File: config.mk
export PLATFORM = sky130hd
export DESIGN_NAME = imm_decode_stage
export DESIGN_NICKNAME = d
export VERILOG_FILES = /design/src/rtl/imm_pkg.sv /design/src/rtl/imm_gen.sv /design/src/rtl/imm_decode_stage.sv
export SDC_FILE = /design/constraint.sdc
export NUM_CORES = 1
export LEC_CHECK = 0
export CAP_MARGIN = 20
export CORE_UTILIZATION = 42
export DETAILED_ROUTE_END_ITERATION = 12
export PLACE_DENSITY = 0.66
export SLEW_MARGIN = 0
export SYNTH_ARGS = -nofsm -noshare
export SYNTH_HDL_FRONTEND = slang
export SYNTH_HIERARCHICAL = 1
export SYNTH_SLANG_ARGS = --single-unit
File: constraint.sdc
create_clock -name i_clk -period 2.6 [get_ports i_clk]
set_input_delay 0.65 -clock i_clk [delete_from_list [all_inputs] [get_ports i_clk]]
set_output_delay 0.65 -clock i_clk [all_outputs]
set_load 0.03 [all_outputs]
File: src/rtl/imm_pkg.sv
// Shared opcode map, format indices and format type for the decode-stage
// immediate generator.
package imm_pkg;

    localparam logic [6:0] OP_R      = 7'b0110011;
    localparam logic [6:0] OP_IMM    = 7'b0010011;
    localparam logic [6:0] OP_LOAD   = 7'b0000011;
    localparam logic [6:0] OP_JALR   = 7'b1100111;
    localparam logic [6:0] OP_SYSTEM = 7'b1110011;
    localparam logic [6:0] OP_FENCE  = 7'b0001111;
    localparam logic [6:0] OP_STORE  = 7'b0100011;
    localparam logic [6:0] OP_BRANCH = 7'b1100011;
    localparam logic [6:0] OP_LUI    = 7'b0110111;
    localparam logic [6:0] OP_AUIPC  = 7'b0010111;
    localparam logic [6:0] OP_JAL    = 7'b1101111;

    localparam int FMT_R = 0;
    localparam int FMT_I = 1;
    localparam int FMT_S = 2;
    localparam int FMT_B = 3;
    localparam int FMT_U = 4;
    localparam int FMT_J = 5;

    typedef logic [5:0] fmt_t;

endpackage

File: src/rtl/imm_gen.sv
// Combinational opcode classifier and immediate extractor; the immediate is
// built as a sign-correct 32-bit value, then sign-extended to XLEN.
module imm_gen
    import imm_pkg::*;
#(
    parameter int XLEN = 32
) (
    input  logic [31:0]     inst,
    output fmt_t            format,
    output logic [XLEN-1:0] immediate,
    output logic            unknown
);

    logic [31:0] imm32_s;

    // Opcode to one-hot format plus the matching immediate bit shuffle
    always_comb begin
        format  = 6'b000000;
        imm32_s = 32'd0;
        unknown = 1'b0;
        case (inst[6:0])
            OP_R: begin
                format[FMT_R] = 1'b1;
            end
            OP_IMM, OP_LOAD, OP_JALR, OP_SYSTEM, OP_FENCE: begin
                format[FMT_I] = 1'b1;
                imm32_s = {{20{inst[31]}}, inst[31:20]};
            end
            OP_STORE: begin
                format[FMT_S] = 1'b1;
                imm32_s = {{20{inst[31]}}, inst[31:25], inst[11:7]};
            end
            OP_BRANCH: begin
                format[FMT_B] = 1'b1;
                imm32_s = {{19{inst[31]}}, inst[31], inst[7], inst[30:25], inst[11:8], 1'b0};
            end
            OP_LUI, OP_AUIPC: begin
                format[FMT_U] = 1'b1;
                imm32_s = {inst[31:12], 12'h000};
            end
            OP_JAL: begin
                format[FMT_J] = 1'b1;
                imm32_s = {{11{inst[31]}}, inst[31], inst[19:12], inst[20], inst[30:21], 1'b0};
            end
            default: begin
                unknown = 1'b1;
            end
        endcase
    end

    // Bit 31 of every 32-bit form is already inst[31] (or 0 for R/unknown)
    assign immediate = XLEN'($signed(imm32_s));

endmodule

File: src/rtl/imm_decode_stage.sv
// Registered decode-stage front end: classifies the incoming instruction and
// presents format/immediate one cycle later behind a skid-buffered handshake.
module imm_decode_stage
    import imm_pkg::*;
#(
    parameter int XLEN       = 32,
    parameter int EN_ILLEGAL = 1
) (
    input  logic            i_clk,
    input  logic            i_rst,
    input  logic            i_valid,
    output logic            o_ready,
    input  logic [31:0]     i_inst,
    input  logic [XLEN-1:0] i_pc,
    input  logic            i_flush,
    output logic            o_valid,
    input  logic            i_ready,
    output logic [31:0]     o_inst,
    output logic [XLEN-1:0] o_pc,
    output fmt_t            o_format,
    output logic [XLEN-1:0] o_immediate,
    output logic            o_illegal
);

    if (XLEN != 32 && XLEN != 64) begin : g_bad_xlen
        $error("imm_decode_stage: XLEN must be 32 or 64");
    end

    fmt_t            format_s;
    logic [XLEN-1:0] immediate_s;
    logic            unknown_s;
    logic            illegal_s;
    logic            accept_s;
    logic            out_load_s;

    logic            skid_valid_r;
    logic [31:0]     skid_inst_r;
    logic [XLEN-1:0] skid_pc_r;
    fmt_t            skid_format_r;
    logic [XLEN-1:0] skid_imm_r;
    logic            skid_illegal_r;

    imm_gen #(.XLEN(XLEN)) u_imm_gen (
        .inst      (i_inst),
        .format    (format_s),
        .immediate (immediate_s),
        .unknown   (unknown_s)
    );

    assign illegal_s  = (EN_ILLEGAL != 0) ? unknown_s : 1'b0;
    assign o_ready    = ~skid_valid_r;
    assign accept_s   = i_valid & o_ready;
    assign out_load_s = ~o_valid | i_ready;

    // Output register and skid entry; skid drains first to keep FIFO order
    always_ff @(posedge i_clk) begin
        if (i_rst) begin
            o_valid        <= 1'b0;
            o_inst         <= 32'd0;
            o_pc           <= '0;
            o_format       <= 6'b000000;
            o_immediate    <= '0;
            o_illegal      <= 1'b0;
            skid_valid_r   <= 1'b0;
            skid_inst_r    <= 32'd0;
            skid_pc_r      <= '0;
            skid_format_r  <= 6'b000000;
            skid_imm_r     <= '0;
            skid_illegal_r <= 1'b0;
        end else if (i_flush) begin
            o_valid      <= 1'b0;
            skid_valid_r <= 1'b0;
        end else if (out_load_s) begin
            if (skid_valid_r) begin
                o_valid      <= 1'b1;
                o_inst       <= skid_inst_r;
                o_pc         <= skid_pc_r;
                o_format     <= skid_format_r;
                o_immediate  <= skid_imm_r;
                o_illegal    <= skid_illegal_r;
                skid_valid_r <= 1'b0;
            end else if (accept_s) begin
                o_valid     <= 1'b1;
                o_inst      <= i_inst;
                o_pc        <= i_pc;
                o_format    <= format_s;
                o_immediate <= immediate_s;
                o_illegal   <= illegal_s;
            end else begin
                o_valid <= 1'b0;
            end
        end else if (accept_s) begin
            // Output is stalled, so the new entry parks in the skid slot
            skid_valid_r   <= 1'b1;
            skid_inst_r    <= i_inst;
            skid_pc_r      <= i_pc;
            skid_format_r  <= format_s;
            skid_imm_r     <= immediate_s;
            skid_illegal_r <= illegal_s;
        end else begin
            skid_valid_r <= skid_valid_r;
        end
    end

endmodule
==> impl_metrics.py <==
metrics = {
    "drt": {
        "via_per_inst": 5.213,
        "wire_per_inst_um": 17.51,
        "vias": 7741,
        "drtPass1Iterations": 4,
        "drt-total-wl_um": 26010,
        "drt_iter0_drc": 453,
        "drc": 0,
        "ant_nets": 0,
    },
    "final_layout": {
        "instances_no_fill": 1485,
        "nFillCells": 2099,
        "register_area_mm2": 0.004168,
        "nets": 1221,
        "multiInputGateArea_mm2": 0.005618,
        "drive_above_1_share": 0.1389,
        "area_growth_pct": 27.59,
        "n_antenna_cell": 0,
    },
    "timing": {
        "rsz0062_at_grt": "false",
        "setup_viol_count_final": 0,
        "setup_ws_ns": 0.2786,
        "worst_pin_slew_ns": 0.7137,
        "max_freq_ghz": 0.4308,
        "fin_crit_sh": 0.8929,
        "hold_viol_final": 0,
        "drv_slew": 0,
        "fin_skew_ns": 0.007848,
        "relSlewSlack": 0.5242,
        "period_needed_ns": 2.321,
    },
    "yosys": {
        "synth_area_mm2": 0.01031,
        "synthCells": 1009,
        "synthArstFlopShare": 0,
        "yosysWarnings": 6,
        "synth_cell_types": 46,
        "synth-edff-count": 0,
        "yosysSeqAreaShare": 0.4038,
        "syn_avg_cell_area_um2": 10.22,
        "ys_ff_latch": 208,
        "synth_nets": 1078,
        "synth-main-ff-cell": "dfxtp_1",
    },
    "setup_path": {
        "crit_arrival_ns": 1.67,
        "setup.worst_path.class": "reg -> out",
        "cp-end-kind": "output pin",
        "startpoint_type": "flop",
        "crit_required_ns": 1.95,
        "crit_fanout": 7,
    },
    "floorplanning": {
        "fp-row-count": 56,
        "core_mm2": 0.02375,
        "io-pin-count": 174,
        "dieArea_mm2": 0.02518,
        "initial_core_util": 0.4342,
        "die_w_um": 158.7,
        "die_y_um": 158.7,
    },
    "place": {
        "placed_cells": 1445,
        "gp_congestion": 0.8492,
        "pre_cts_ws_ns": -0.1162,
        "io_buffers": 173,
        "dp_hpwl_um": 16630,
    },
    "power_and_ir_drop": {
        "p_comb_frac": 0.156,
        "internal_power_w": 0.005708,
        "seqPwrFrac": 0.437,
        "net-switching-power_w": 0.001999,
        "p_sw_frac": 0.2594,
        "power_density_mw_per_mm2": 585.7,
        "vdd_ir_drop_max_v": 0.0003623,
        "clkPwrFrac": 0.407,
        "total_power_w": 0.007707,
        "leakagePower_nw": 4.291,
    },
    "cts": {
        "clockBufferDepth": 3,
        "cts_setup_buffers": 0,
        "clk_transition_reported_paths_ns": 0.06,
        "clock-sinks": 208,
        "insertion_delay_ns": 0.51,
        "cts_buffers": 24,
        "holdBufCountCts": 0,
        "root_buffer": "clkbuf_16",
        "htree_levels": 1,
        "cts_tree": "built",
        "cts_resized": 0,
    },
    "global_routing": {
        "grt_overflow": 0,
        "grt_usage": 0.2069,
        "grt_pass1_vias": 7659,
        "antenna_found_initial": 0,
        "grt_max_degree": 73,
        "grt_pass1_wl_um": 41320,
    },
    "min_path": {
        "hp-class": "reg -> reg",
    },
    "run_status": {
        "run_status": "complete, no violations",
    },
    "flow_run": {
        "cap_violations": 0,
    },
}
cell usage after synthesis, types with 2 or more instances:
master	n	area (um2)
o21ai_0	2	10.01
nor4_1	2	12.51
mux2i_1	206	2062
a22o_1	5	43.79
buf_2	14	70.07
buf_6	18	202.7
a21o_1	19	142.6
dfxtp_1	208	4164
nand2_1	6	22.52
nor2_1	7	26.28
a221oi_2	2	30.03
o21bai_1	2	15.01
a21oi_1	104	520.5
a211oi_1	34	255.2
nand2b_1	207	1295
buf_4	5	37.54
and3_1	2	12.51
clkbuf_1	61	229.0
nor3_1	2	10.01
or3_1	2	12.51
and2_1	7	43.79
a211oi_2	70	875.8
power by group through the flow:
stage / sequential (W) / clock, W / combinational (W)
2_1_floorplan: 0.00364 / 0 / 0.000513
3_3_place_gp: 0.00344 / 0 / 0.00119
3_5_place_dp: 0.00344 / 0 / 0.00121
4_1_cts: 0.00337 / 0.00323 / 0.00121
5_1_grt: 0.00338 / 0.00337 / 0.00128
6_report: 0.00337 / 0.00314 / 0.00120
routing by layer:
layer	GRT usage	up-vias	share of wire
met1	0.2736	3689	0.47
met5	0	-	0
met4	0.05586	0	0.022
li1	-	3866	-
met2	0.3400	150	0.46
met3	0.04273	36	0.047
logic make-up after synthesis:
family          after synthesis  share of synthesized area
compound gates              248                     0.1947
xor+xnor                      1                  0.0008495
buf+inv                     102                    0.05387
flops                       208                     0.4038
mux                         206                     0.2000
simple gates                244                     0.1468
path summary, 6_finish.rpt:
path / from / end / slack [ns] / cells after the start
setup / recovery: skid_valid_r$_SDFFE_PP0P_ / o_ready / 0.28 / 2
setup reg to reg: skid_valid_r$_SDFFE_PP0P_ / o_inst[24]$_SDFFE_PP0P_ / 0.66 / 5
hold / removal: skid_pc_r[4]$_SDFFE_PP0P_ / skid_pc_r[4]$_SDFFE_PP0P_ / 0.47 / 2
hold reg to reg: skid_pc_r[4]$_SDFFE_PP0P_ / skid_pc_r[4]$_SDFFE_PP0P_ / 0.47 / 2
flip-flops by register name, summed over array words and instances (netlist names):
| signal | cells |
|---|---|
| o_immediate | 32 |
| o_inst | 32 |
| o_pc | 32 |
| skid_imm_r | 32 |
| skid_inst_r | 32 |
| skid_pc_r | 32 |
| o_format | 6 |
| skid_format_r | 6 |
| o_illegal | 1 |
| o_valid | 1 |
| skid_illegal_r | 1 |
| skid_valid_r | 1 |
layout by cell type (no fill, tap or decap), drive strengths merged, types with 5 or more instances in the layout:
master,n
nor2,7
a21o,19
a21oi,106
mux2i,206
clkdlybuf4s50,172
a211oi,104
buf,44
nand2,6
and2,8
dfxtp,208
a22o,5
nand2b,207
clkbuf,39
critical path, cell delays in order, from the launching register on:
cell and delay, ns:
dfxtp_4 0.40, inv_2 0.06, clkdlybuf4s50_1 0.70
area by class of cell:
type / count / share of cell area
multi-input combinational: 699 / 0.4270
sequential: 208 / 0.3168
timing repair buffer: 217 / 0.1703
clock buffer: 38 / 0.05430
tap: 319 / 0.03033
clock inverter: 2 / 0.0007607
inverter: 2 / 0.0005706
metrics by stage:
step                TNS, ns  hold slack, ns  utilization  cell area, um2
finish                    0          0.4716       0.5539           13160
global route              0          0.4813       0.5539           13160
CTS                       0          0.4741       0.5539           13160
detailed placement   -2.413          0.4648       0.5234           12430
global placement     -1.498          0.4565       0.5234           12430
floorplan                 0          0.4483            -           10310
No activity file was read; power rests on OpenSTA's default activity.
